==> src/rtl/wish_pkg.sv <==
// Shared definitions for the wish_pack packer and its unpacker counterpart:
// tag bit positions and the lane-offset helper both directions agree on.
package wish_pkg;

   localparam int TGC_FIRST = 0;
   localparam int TGC_LAST  = 1;
   localparam int TGC_WIDTH = 2;

   // Bit offset of beat k inside the wide word for the given lane order.
   function automatic int lane_base(input int k, input int num_pack,
                                    input int little_endian, input int data_width);
      return ((little_endian != 0) ? k : (num_pack - 1 - k)) * data_width;
   endfunction

endpackage

==> src/rtl/wish_out_reg.sv <==
// Destination-side holding register: loads a completed word, holds it
// stable until the consumer acks, and drops valid when the word retires.
module wish_out_reg
   import wish_pkg::*;
#(
   parameter int WIDTH     = 32,
   parameter int TAG_WIDTH = TGC_WIDTH
) (
   input  logic                 clk_i,
   input  logic                 rst_ni,
   input  logic                 load_i,
   input  logic                 ack_i,
   input  logic [WIDTH-1:0]     dat_i,
   input  logic [TAG_WIDTH-1:0] tgc_i,
   output logic                 valid_o,
   output logic [WIDTH-1:0]     dat_o,
   output logic [TAG_WIDTH-1:0] tgc_o
);

   logic                 valid_q, valid_d;
   logic [WIDTH-1:0]     dat_q,   dat_d;
   logic [TAG_WIDTH-1:0] tgc_q,   tgc_d;

   // NOTE: every signal written here gets a default first, so no path leaves it unassigned and no latch is inferred.
   always_comb begin
      valid_d = valid_q;
      dat_d   = dat_q;
      tgc_d   = tgc_q;
      if (load_i) begin
         valid_d = 1'b1;
         dat_d   = dat_i;
         tgc_d   = tgc_i;
      end else if (valid_q && ack_i) begin
         valid_d = 1'b0;
      end
   end

   // NOTE: state updates use non-blocking assignments so every register samples pre-edge values.
   always_ff @(posedge clk_i or negedge rst_ni) begin
      if (!rst_ni) begin
         valid_q <= 1'b0;
         dat_q   <= '0;
         tgc_q   <= '0;
      end else begin
         valid_q <= valid_d;
         dat_q   <= dat_d;
         tgc_q   <= tgc_d;
      end
   end

   assign valid_o = valid_q;
   assign dat_o   = dat_q;
   assign tgc_o   = tgc_q;

endmodule

==> src/rtl/wish_pack.sv <==
// Wishbone-style packer: gathers NUM_PACK narrow beats into one wide word.
// Optional tag-driven realignment is enabled by defining WISH_PACK_ALIGN_EN.
module wish_pack
   import wish_pkg::*;
#(
   parameter int DATA_WIDTH    = 8,
   parameter int NUM_PACK      = 4,
   parameter int LITTLE_ENDIAN = 1
) (
   input  logic                           clk_i,
   input  logic                           rst_ni,
   input  logic                           s_stb_i,
   input  logic                           s_cyc_i,
   output logic                           s_ack_o,
   output logic                           s_stall_o,
   input  logic [DATA_WIDTH-1:0]          s_dat_i,
   input  logic [TGC_WIDTH-1:0]           s_tgc_i,
   output logic                           d_stb_o,
   output logic                           d_cyc_o,
   input  logic                           d_ack_i,
   output logic [DATA_WIDTH*NUM_PACK-1:0] d_dat_o,
   output logic [TGC_WIDTH-1:0]           d_tgc_o
);

   localparam int                IDX_W    = $clog2(NUM_PACK);
   localparam int                WORD_W   = DATA_WIDTH * NUM_PACK;
   localparam logic [IDX_W-1:0]  LAST_IDX = IDX_W'(NUM_PACK - 1);

   logic [IDX_W-1:0]                       idx_q, idx_d;
   logic [NUM_PACK-2:0][DATA_WIDTH-1:0]    acc_q, acc_d;
   logic                                   first_q, first_d;
   logic                                   out_valid;
   logic                                   beat_fire;
   logic                                   load;
   logic                                   last_beat;
   logic [WORD_W-1:0]                      word;

   assign last_beat = (idx_q == LAST_IDX);
   assign s_stall_o = last_beat & out_valid & ~d_ack_i;
   assign s_ack_o   = s_stb_i & s_cyc_i & ~s_stall_o;
   assign beat_fire = s_ack_o;

   always_comb begin
      idx_d   = idx_q;
      acc_d   = acc_q;
      first_d = first_q;
      load    = 1'b0;
      if (beat_fire) begin
`ifdef WISH_PACK_ALIGN_EN
         if (s_tgc_i[TGC_FIRST] && (idx_q != '0)) begin
            acc_d[0] = s_dat_i;
            first_d  = 1'b1;
            idx_d    = IDX_W'(1);
         end else if (s_tgc_i[TGC_LAST] && !last_beat) begin
            idx_d = '0;
         end else
`endif
         if (last_beat) begin
            load  = 1'b1;
            idx_d = '0;
         end else begin
            acc_d[idx_q] = s_dat_i;
            if (idx_q == '0) first_d = s_tgc_i[TGC_FIRST];
            idx_d = idx_q + IDX_W'(1);
         end
      end
   end

   // The closing beat goes straight from the port into its lane, so no extra cycle is spent.
   always_comb begin
      word = '0;
      for (int k = 0; k < NUM_PACK - 1; k++) begin
         word[lane_base(k, NUM_PACK, LITTLE_ENDIAN, DATA_WIDTH) +: DATA_WIDTH] = acc_q[k];
      end
      word[lane_base(NUM_PACK - 1, NUM_PACK, LITTLE_ENDIAN, DATA_WIDTH) +: DATA_WIDTH] = s_dat_i;
   end

   // NOTE: the accumulator is cleared on reset so no lane from a discarded group can leak into a later word.
   always_ff @(posedge clk_i or negedge rst_ni) begin
      if (!rst_ni) begin
         idx_q   <= '0;
         acc_q   <= '0;
         first_q <= 1'b0;
      end else begin
         idx_q   <= idx_d;
         acc_q   <= acc_d;
         first_q <= first_d;
      end
   end

   wish_out_reg #(
      .WIDTH     (WORD_W),
      .TAG_WIDTH (TGC_WIDTH)
   ) u_out_reg (
      .clk_i   (clk_i),
      .rst_ni  (rst_ni),
      .load_i  (load),
      .ack_i   (d_ack_i),
      .dat_i   (word),
      .tgc_i   ({s_tgc_i[TGC_LAST], first_q}),
      .valid_o (out_valid),
      .dat_o   (d_dat_o),
      .tgc_o   (d_tgc_o)
   );

   assign d_stb_o = out_valid;
   assign d_cyc_o = out_valid;

endmodule

==> config.mk <==
export PLATFORM = sky130hd
export DESIGN_NAME = wish_pack
export DESIGN_NICKNAME = d
export VERILOG_FILES = /design/src/rtl/wish_pkg.sv /design/src/rtl/wish_out_reg.sv /design/src/rtl/wish_pack.sv
export SDC_FILE = /design/constraint.sdc
export NUM_CORES = 1
export LEC_CHECK = 0
export BUFFER_PORTS_ARGS = -buffer_cell sky130_fd_sc_hd__buf_4
export CAP_MARGIN = 20
export CORE_ASPECT_RATIO = 0.9
export CORE_UTILIZATION = 25
export CTS_CLUSTER_SIZE = 8
export DETAILED_ROUTE_END_ITERATION = 8
export GPL_TIMING_DRIVEN = 0
export SLEW_MARGIN = 20
export SYNTH_ARGS = -nofsm -noshare
export SYNTH_HDL_FRONTEND = slang
export SYNTH_SLANG_ARGS = --single-unit
==> constraint.sdc <==
create_clock -name clk_i -period 2.49 [get_ports clk_i]
set_clock_uncertainty 0.2 [all_clocks]
set_input_delay 0 -clock clk_i [delete_from_list [all_inputs] [get_ports clk_i]]
set_output_delay 0 -clock clk_i [all_outputs]
set_load 0.02 [all_outputs]
==> flow_summary.yaml, run 1 <==
routing:
  drtPass1Iterations: 3
  ant_nets: 0
  drt_iter0_markers: 26
  num_vias: 1425
  drc: 0
  wl_per_cell_um: 14.44
  wirelength_um: 5053
  vias_per_cell: 4.071
pwr:
  swShare_pct: 30.19
  seqPwrFrac_pct: 40.5
  p_int_w: 0.002994
  total_power_w: 0.004289
  p_switching_w: 0.001295
  ir_drop_v: 0.0006162
  combPwrFrac_pct: 34.0
  power_leakage_nw: 1.575
  p_per_area_nw_per_um2: 1277
  clock_power_share_pct: 25.6
hold_path:
  hold_path_class: "primary input to async pin"
placed_design:
  gp_congestion: 0.6669
  io_buffers: 52
  hpwl_um: 3142
  pre_cts_ws_ns: 0.5137
clock_tree:
  htreeDepth: 3
  clk_pin_slew_ns: 0.07
  clock_latency_ns: 0.33
  cts_setup_buffers: 0
  cts_max_path_buffers: 2
  cts_num_sinks: 62
  cts.root.buffer_cell: "clkbuf_8"
  tritoncts: "done"
  cts_buffers: 9
timing:
  worstMarginPinSlew_ns: 0.7894
  period_share_pct: 78.47
  drv_slew: 0
  rsz0062_at_grt: "false"
  timing.fmax_mhz: 511.8
  tns_ns: 0
  period_needed_ns: 1.954
  final-hold-violation-count: 0
  slew_headroom_pct: 47.37
  setup_ws_ns: 0.5361
  setup_viol: 0
global_routing:
  grt_max_degree: 63
  overflow: 0
  antenna_found_initial: 0
  grt_pass1_vias: 1531
  grt_usage_pct: 11.09
  grt_pass1_wl_um: 8169
die:
  die_y_um: 95.48
  rows: 33
  ios: 53
  initial_utilization_pct: 26.24
  dieArea_um2: 10110
  coreArea_um2: 9249
  die_x_um: 105.9
worst_setup_path:
  reg2reg_to: "u_out_reg.dat_o[31]$_DFFE_PN0P_"
  slowest_stage: "dfrtp_1"
  cp.required_ns: 2.51
  worst-setup-path-type: "flop to flop"
  crit_start: "idx_q[1]$_DFFE_PN0P_"
  endpoint: "u_out_reg.dat_o[31]$_DFFE_PN0P_"
  crit_path_end_kind: "flop"
  path_cells: "ha_1 -> nand3_1 -> a21oi_4 -> buf_8 -> mux2_2"
  worstPathMaxFanout: 10
  ff2ff_path_depth: 5
  cp-start-kind: "flop"
  slowest_delay_ns: 0.39
  rrSetupSlack_ns: 0.54
  arrival_ns: 1.98
  rr_startpoint: "idx_q[1]$_DFFE_PN0P_"
synth:
  avgSynthCellArea_um2: 16.63
  synth-seq-cells: 62
  synthTopCellsByArea: "dfrtp_1, mux2_2, ha_1, buf_8, mux2_1"
  yosysUniqueCellTypes: 16
  yosysTopAreaCell: "dfrtp_1"
  syn_inst: 146
  syn_nets: 165
  yosysWarnings: 0
  syn-cell-area_um2: 2427
  synth_top_area_share_pct: 63.92
  ys_seq_area_share_pct: 63.92
final_layout:
  syn_to_final_growth_pct: 38.40
  drive_above_1_share_pct: 58.33
  regArea_um2: 1551
  multi_input_area_um2: 807.0
  antenna_cells: 0
  num-fill-cells: 913
  layout.nets: 242
flow_run:
  max_cap_viol_count: 0
outcome:
  status: "complete, no violations"
[layout by cell type, fill, tap and decap left out, drive strengths merged]
| cell | n |
|---|---|
| a21o | 1 |
| a21oi | 1 |
| and3b | 2 |
| buf | 56 |
| bufinv | 3 |
| clkbuf | 14 |
| dfrtp | 62 |
| dlygate4sd3 | 14 |
| ha | 4 |
| inv | 3 |
| mux2 | 60 |
| nand2 | 5 |
| nand3 | 1 |
| nor2 | 1 |
| o21ai | 1 |
[cell usage after synthesis]
master     n
buf_8      3
mux2_1     2
nand2_2    3
a21oi_4    1
dfrtp_1   62
and3b_1    2
nand3_1    1
ha_1       4
a21o_1     1
buf_4      1
mux2_2    58
o21ai_0    1
inv_1      3
nor2_1     1
clkbuf_2   1
nand2_1    2
[state kept, by name, summed over array words and instances, names as in the netlist]
signal	flops
acc_q	24
first_q	1
idx_q	2
u_out_reg.dat_o	32
u_out_reg.tgc_o	2
u_out_reg.valid_o	1
[how the worst min path moves through the flow]
stage / to / slack [ns] / cells past startpoint
finish: u_out_reg.dat_o[13]$_DFFE_PN0P_ / 0.1 / 2
global route: acc_q[11]$_DFFE_PN0P_ / 0.15 / 2
CTS: acc_q[11]$_DFFE_PN0P_ / 0.12 / 2
detailed placement: u_out_reg.dat_o[13]$_DFFE_PN0P_ / -0.06 / 1
global placement: u_out_reg.dat_o[13]$_DFFE_PN0P_ / -0.07 / 1
floorplan: acc_q[0]$_DFFE_PN0P_ / -0.50 / 0
[cell type report]
cell class | instances | area share, %
Tap cell | 122 | 4.544
Clock inverter | 3 | 2.682
Sequential cell | 62 | 46.18
Inverter | 3 | 0.3352
Clock buffer | 13 | 4.730
Multi-Input combinational cell | 76 | 24.02
Timing Repair Buffer | 66 | 15.79
Buffer | 5 | 1.713
[kinds of logic (layout without fill, tap and decap cells)]
logic type	count (synthesis)	count (layout)	share of synthesized area [%]
flip-flops	62	62	63.92
multiplexers	60	60	27.84
adder cells (fa/ha/maj)	4	4	2.062
buffers and inverters	8	90	2.835
AND/OR/NAND/NOR	9	9	2.165
AO/OA/AOI/OAI	3	3	1.186
[power by group through the flow]
stage	Combinational [W]	Sequential, W	Clock, W
2_1_floorplan	0.000572	0.00203	0
3_3_place_gp	0.00145	0.00174	0
3_5_place_dp	0.00146	0.00176	0
4_1_cts	0.00148	0.00174	0.00113
5_1_grt	0.00157	0.00180	0.00119
6_report	0.00146	0.00174	0.00110
[worst max-delay path, delay by kind of cell, from the launching register on]
| kind | cells | cell delay [ns] |
|---|---|---|
| buffers and inverters | 1 | 0.22 |
| AO/OA/AOI/OAI | 1 | 0.38 |
| AND/OR/NAND/NOR | 1 | 0.12 |
| adder cells (fa/ha/maj) | 1 | 0.19 |
| multiplexers | 1 | 0.34 |
| flip-flops | 1 | 0.39 |
[timing repair]
item / CTS / global route
gates resized for setup: 0 / 0
hold buffers: 14 / 0
endpoints found under the hold margin: 99 / 0
[through the flow]
step	hold slack, ns	utilization, %	area (um2)	std cells
final	0.09933	36.32	3359	350
after detailed placement	-0.05815	32.12	2970	320
after CTS	0.1248	36.32	3359	350
after floorplan	-0.4956	-	2427	146
after global routing	0.1515	36.32	3359	350
after global placement	-0.07035	32.12	2970	320
[per-layer routing]
layer  up-vias  share of wire [%]  wire, um  track usage, %
met1       708                 49      2459           14.53
li1        669                  -         -               -
met5         -                  0         0               0
met4         0               0.61        31           2.083
met2        43                 45      2263           16.88
met3         5                5.9       297           5.126
No activity file was read; power rests on OpenSTA's default activity.
==> run 2, diff against run 1 <==
- clock period: 2.49 -> 2 ns (I/O delays scaled with it)
==> run 2 against run 1 <==
Sequential share of layout area decreased by 0.48 points. Largest cell class unchanged. Non-clock buffer count is 3 higher. Cell area increased by 1.0%. Routed wire length up 0.67%. Core utilization rose by 0.38 points. Fmax is 5.9% higher. Count of clock-buffer cells in the layout stayed put. Critical path depth unchanged. Clock power is 24% higher. Cell count increased by 0.86%. Setup slack got worse by 0.38 ns.
==> flow_summary.yaml, run 2 (synthesis gave the netlist of run 1 again) <==
outcome:
  status: "complete, no violations"
timing:
  tns_ns: 0
  final-hold-violation-count: 0
  slew_headroom_pct: 47.07
  rsz0062_at_grt: "false"
  period_needed_ns: 1.845
  worstMarginPinSlew_ns: 0.7940
  drv_slew: 0
  setup_ws_ns: 0.1551
  setup_viol: 0
  period_share_pct: 92.24
  timing.fmax_mhz: 542.0
final_layout:
  fin_area_um2: 3395
  antenna_cells: 0
  layout.nets: 245
  layout_commonest_cell: "dfrtp_1"
  num-fill-cells: 911
  final_cell_mix: "dfrtp_1, mux2_2, buf_4"
  drive_above_1_share_pct: 58.87
  largest_reg_flops: 32
  syn_to_final_growth_pct: 39.85
pwr:
  total_power_w: 0.005357
  p_per_area_nw_per_um2: 1578
  power_leakage_nw: 1.594
  ir_drop_v: 0.0007699
placed_design:
  placed_area_um2: 2970
  pre_cts_ws_ns: 0.02374
  gp_congestion: 0.6669
  hpwl_um: 3142
  io_buffers: 52
worst_setup_path:
  slowest_delay_ns: 0.39
  crit_path_end_kind: "flop"
  slowest_stage: "dfrtp_1"
  worst-setup-path-type: "flop to flop"
  cp.required_ns: 2.02
  rrSetupSlack_ns: 0.16
  worstPathMaxFanout: 9
  cp-start-kind: "flop"
  arrival_ns: 1.86
  path_cells: "ha_1 -> and3b_1 -> clkbuf_2 -> nand2_2 -> mux2_2"
hold_path:
  hold_path_class: "primary input to async pin"
routing:
  wirelength_um: 5087
  wl_per_cell_um: 14.41
  vias_per_cell: 4.099
  ant_nets: 0
  num_vias: 1447
  drc: 0
  drt_iter0_markers: 40
  drtPass1Iterations: 4
clock_tree:
  tritoncts: "done"
  htreeDepth: 3
  clk_pin_slew_ns: 0.06
  cts_max_path_buffers: 2
  cts_num_sinks: 62
  cts_buffers: 9
  clock_latency_ns: 0.33
  cts.root.buffer_cell: "clkbuf_8"
global_routing:
  met2_usage_pct: 16.88
  grt_usage_pct: 11.09
  use_met1_pct: 14.53
  grt_pass1_vias: 1531
  grt_max_degree: 63
  busiest_layer: "met2"
  grtUsageMet3_pct: 5.126
  antenna_found_initial: 0
  grt_pass1_wl_um: 8169
  overflow: 0
die:
  dieArea_um2: 10110
  die_x_um: 105.9
  initial_utilization_pct: 26.24
  rows: 33
  coreArea_um2: 9249
  die_y_um: 95.48
  ios: 53
flow_run:
  max_cap_viol_count: 0
## run 2: cell count changes in the layout (fill, tap and decap cells not counted)
cell    change
buf_12      +1
buf_4       +2
## run 2: cell type report
cell class              count  area [um2]  share of cell area [%]
well taps                 122       152.6                   4.497
clock buffers              13       158.9                   4.681
repair buffers             69       565.5                   16.66
multi-input cells          76       807.0                   23.77
flip-flops and latches     62        1551                   45.71
clock inverters             3       90.09                   2.654
plain buffers               5       57.56                   1.696
inverters                   3       11.26                  0.3317
## run 2: critical path, delay by kind of cell, from the launching register on
kind,cells,cell delay (ns)
simple gates,2,0.44
buf+inv,1,0.14
mux,1,0.37
flops,1,0.39
fa+ha+maj,1,0.19
## run 2: metal layers
metal | vias to the layer above | part of all wire (%)
li1 | 675 | -
met1 | 724 | 49
met2 | 43 | 45
met3 | 5 | 5.5
met4 | 0 | 0.61
met5 | - | 0
## run 2: timing repair
item                                    CTS  global route
endpoints found under the setup margin    0            29
resized for setup                         0             0
hold endpoints to repair                 99             0
hold buffers                             14             0
setup buffers                             0             3
## run 2: final timing paths
| check | start | end | cells after the start |
|---|---|---|---|
| min in group clk_i | s_tgc_i[1] | u_out_reg.tgc_o[1]$_DFFE_PN0P_ | 3 |
| max in group asynchronous | rst_ni | u_out_reg.dat_o[7]$_DFFE_PN0P_ | 2 |
| setup / recovery | idx_q[1]$_DFFE_PN0P_ | acc_q[2]$_DFFE_PN0P_ | 5 |
| hold / removal | rst_ni | u_out_reg.dat_o[13]$_DFFE_PN0P_ | 2 |
| setup reg to reg | idx_q[1]$_DFFE_PN0P_ | acc_q[2]$_DFFE_PN0P_ | 5 |
| hold reg to reg | u_out_reg.dat_o[20]$_DFFE_PN0P_ | u_out_reg.dat_o[20]$_DFFE_PN0P_ | 1 |
## run 2: per-stage QoR
stage               instances  hold slack, ns  util, %
global placement          320        -0.07035    32.12
CTS                       350          0.1248    36.32
finish                    353          0.1039    36.70
detailed placement        320        -0.05815    32.12
global route              353          0.1515    36.70
floorplan                 146         -0.4956        -
## run 2: power breakdown
group,switching (W),leakage (nW),total [W],internal (W)
clock network,0.000467,0.124,0.00136,0.000898
logic,0.000842,0.710,0.00183,0.000989
registers,0.000308,0.760,0.00216,0.00185
==> run 3, diff against run 2 <==
- CORE_ASPECT_RATIO: 0.9 -> 0.75
- clock period: 2 -> 1.77 ns (I/O delays scaled with it)
==> run 3 against run 2 <==
Combinational power increased by 23%. Count of clock-buffer cells in the layout up 1. Via count increased by 4.3%. Clock power increased by 15%. Sequential share of layout area shrank 2.3 points. Non-clock buffer count grew 6. First-iteration DRC count rose by 110%. Flip-flop and latch count unchanged. Setup slack lost 0.15 ns. Routed wire length decreased by 0.81%. Sequential power up 13%. Critical path type unchanged. Critical endpoint is now acc_q[1]$_DFFE_PN0P_.
==> flow_summary.yaml, run 3 (synthesis gave the netlist of run 1 again) <==
outcome:
  status: "complete, no violations"
final_layout:
  layout.nets: 251
  final_cell_mix: "dfrtp_1, buf_4, mux2_2"
  final_core_utilization_pct: 38.74
  fin_area_um2: 3577
  antenna_cells: 0
  largest_reg_flops: 32
  syn_to_final_growth_pct: 47.37
  layout_commonest_cell: "dfrtp_1"
  drive_above_1_share_pct: 60.59
die:
  initial_utilization_pct: 26.29
  ios: 53
  coreArea_um2: 9234
  die_x_um: 115.8
  dieArea_um2: 10110
  die_y_um: 87.34
  rows: 30
routing:
  num_vias: 1509
  wl_per_cell_um: 13.86
  drt_iter0_markers: 84
  wirelength_um: 5046
  drc: 0
  ant_nets: 0
  drtPass1Iterations: 2
  vias_per_cell: 4.146
pwr:
  ir_drop_v: 0.0007333
  seqPwrFrac_pct: 39.1
  clock_power_share_pct: 24.8
  p_per_area_nw_per_um2: 1753
  power_leakage_nw: 1.704
  p_switching_w: 0.001892
  combPwrFrac_pct: 36.1
  total_power_w: 0.006270
  swShare_pct: 30.18
  p_int_w: 0.004378
clock_tree:
  cts.root.buffer_cell: "clkbuf_16"
  cts_num_sinks: 62
  cts_max_path_buffers: 2
  htreeDepth: 3
  clock_latency_ns: 0.32
  cts_buffers: 9
  clk_pin_slew_ns: 0.05
  tritoncts: "done"
flow_run:
  max_cap_viol_count: 0
worst_setup_path:
  arrival_ns: 1.77
  worstPathMaxFanout: 9
  rr_startpoint: "idx_q[0]$_DFFE_PN0P_"
  cp.required_ns: 1.77
  cp-start-kind: "flop"
  crit_start: "idx_q[0]$_DFFE_PN0P_"
  crit_path_end_kind: "flop"
  worst-setup-path-type: "flop to flop"
timing:
  period_needed_ns: 1.768
  setup_viol: 0
  worstMarginPinSlew_ns: 0.7782
  tns_ns: 0
  timing.fmax_mhz: 565.5
  rsz0062_at_grt: "true"
  slew_headroom_pct: 48.12
  period_share_pct: 99.91
  drv_slew: 0
  setup_ws_ns: 0.001508
  final-hold-violation-count: 0
global_routing:
  antenna_found_initial: 0
  overflow: 0
  grt_pass1_wl_um: 7776
  grt_usage_pct: 10.89
  grt_max_degree: 63
  grt_pass1_vias: 1467
hold_path:
  hold_path_class: "primary input to async pin"
placed_design:
  io_buffers: 52
  gp_congestion: 0.6641
  pre_cts_ws_ns: -0.2324
  hpwl_um: 3173
  placed_area_um2: 2985
[run 3: what timing repair did]
action,CTS,global route
hold buffers,14,0
endpoints found under the hold margin,99,0
gates cloned,0,1
resized for setup,8,13
pin swaps,0,0
endpoints found under the setup margin,59,58
buffers inserted,6,2
[run 3: critical path, cell delays in order (launching register included)]
cell and delay [ns]:
dfrtp_1 0.36, ha_2 0.20, and3b_1 0.17, clkbuf_4 0.17, nand2_4 0.18, mux2_2 0.36
[run 3: final cells by class]
type                       count  area (um2)
tap                          128       160.2
fill                         909        5657
timing repair buffer          75       628.1
clock buffer                  14       264.0
clock inverter                 1       5.005
sequential                    62        1551
inverter                       3       11.26
buffer                         5       75.07
multi-input combinational     76       882.1
[run 3: final timing paths]
kind / to / slack [ns] / cells past startpoint
worst max-delay path: acc_q[1]$_DFFE_PN0P_ / 0.002 / 5
worst min-delay path: u_out_reg.dat_o[21]$_DFFE_PN0P_ / 0.10 / 2
worst max register to register: acc_q[1]$_DFFE_PN0P_ / 0.002 / 5
worst min register to register: u_out_reg.dat_o[16]$_DFFE_PN0P_ / 0.28 / 1
max in group asynchronous: acc_q[22]$_DFFE_PN0P_ / 0.74 / 2
min in group clk_i: first_q$_DFFE_PN0P_ / 0.25 / 3
[run 3: per-stage QoR]
| stage | hold slack [ns] | std cells |
|---|---|---|
| 5_1_grt | 0.2055 | 364 |
| 2_1_floorplan | -0.4956 | 146 |
| 3_3_place_gp | -0.06841 | 326 |
| 4_1_cts | 0.1421 | 361 |
| 6_report | 0.1022 | 364 |
| 3_5_place_dp | -0.05790 | 326 |
[run 3: power groups by stage]
stage | combinational [W] | clock, W | sequential (W)
final | 0.00226 | 0.00156 | 0.00245
after global routing | 0.00243 | 0.00167 | 0.00254
after CTS | 0.00218 | 0.00161 | 0.00245
after detailed placement | 0.00205 | 0 | 0.00247
after global placement | 0.00203 | 0 | 0.00245
after floorplan | 0.000807 | 0 | 0.00285
[run 3: routing by layer]
| metal | wire (um) | up-vias | track usage [%] | share of wire, % |
|---|---|---|---|---|
| met2 | 2245 | 39 | 15.91 | 44 |
| met4 | 56 | 0 | 4.545 | 1.1 |
| met3 | 285 | 8 | 5.289 | 5.6 |
| li1 | - | 688 | - | - |
| met5 | 0 | - | 0 | 0 |
| met1 | 2459 | 774 | 13.65 | 49 |
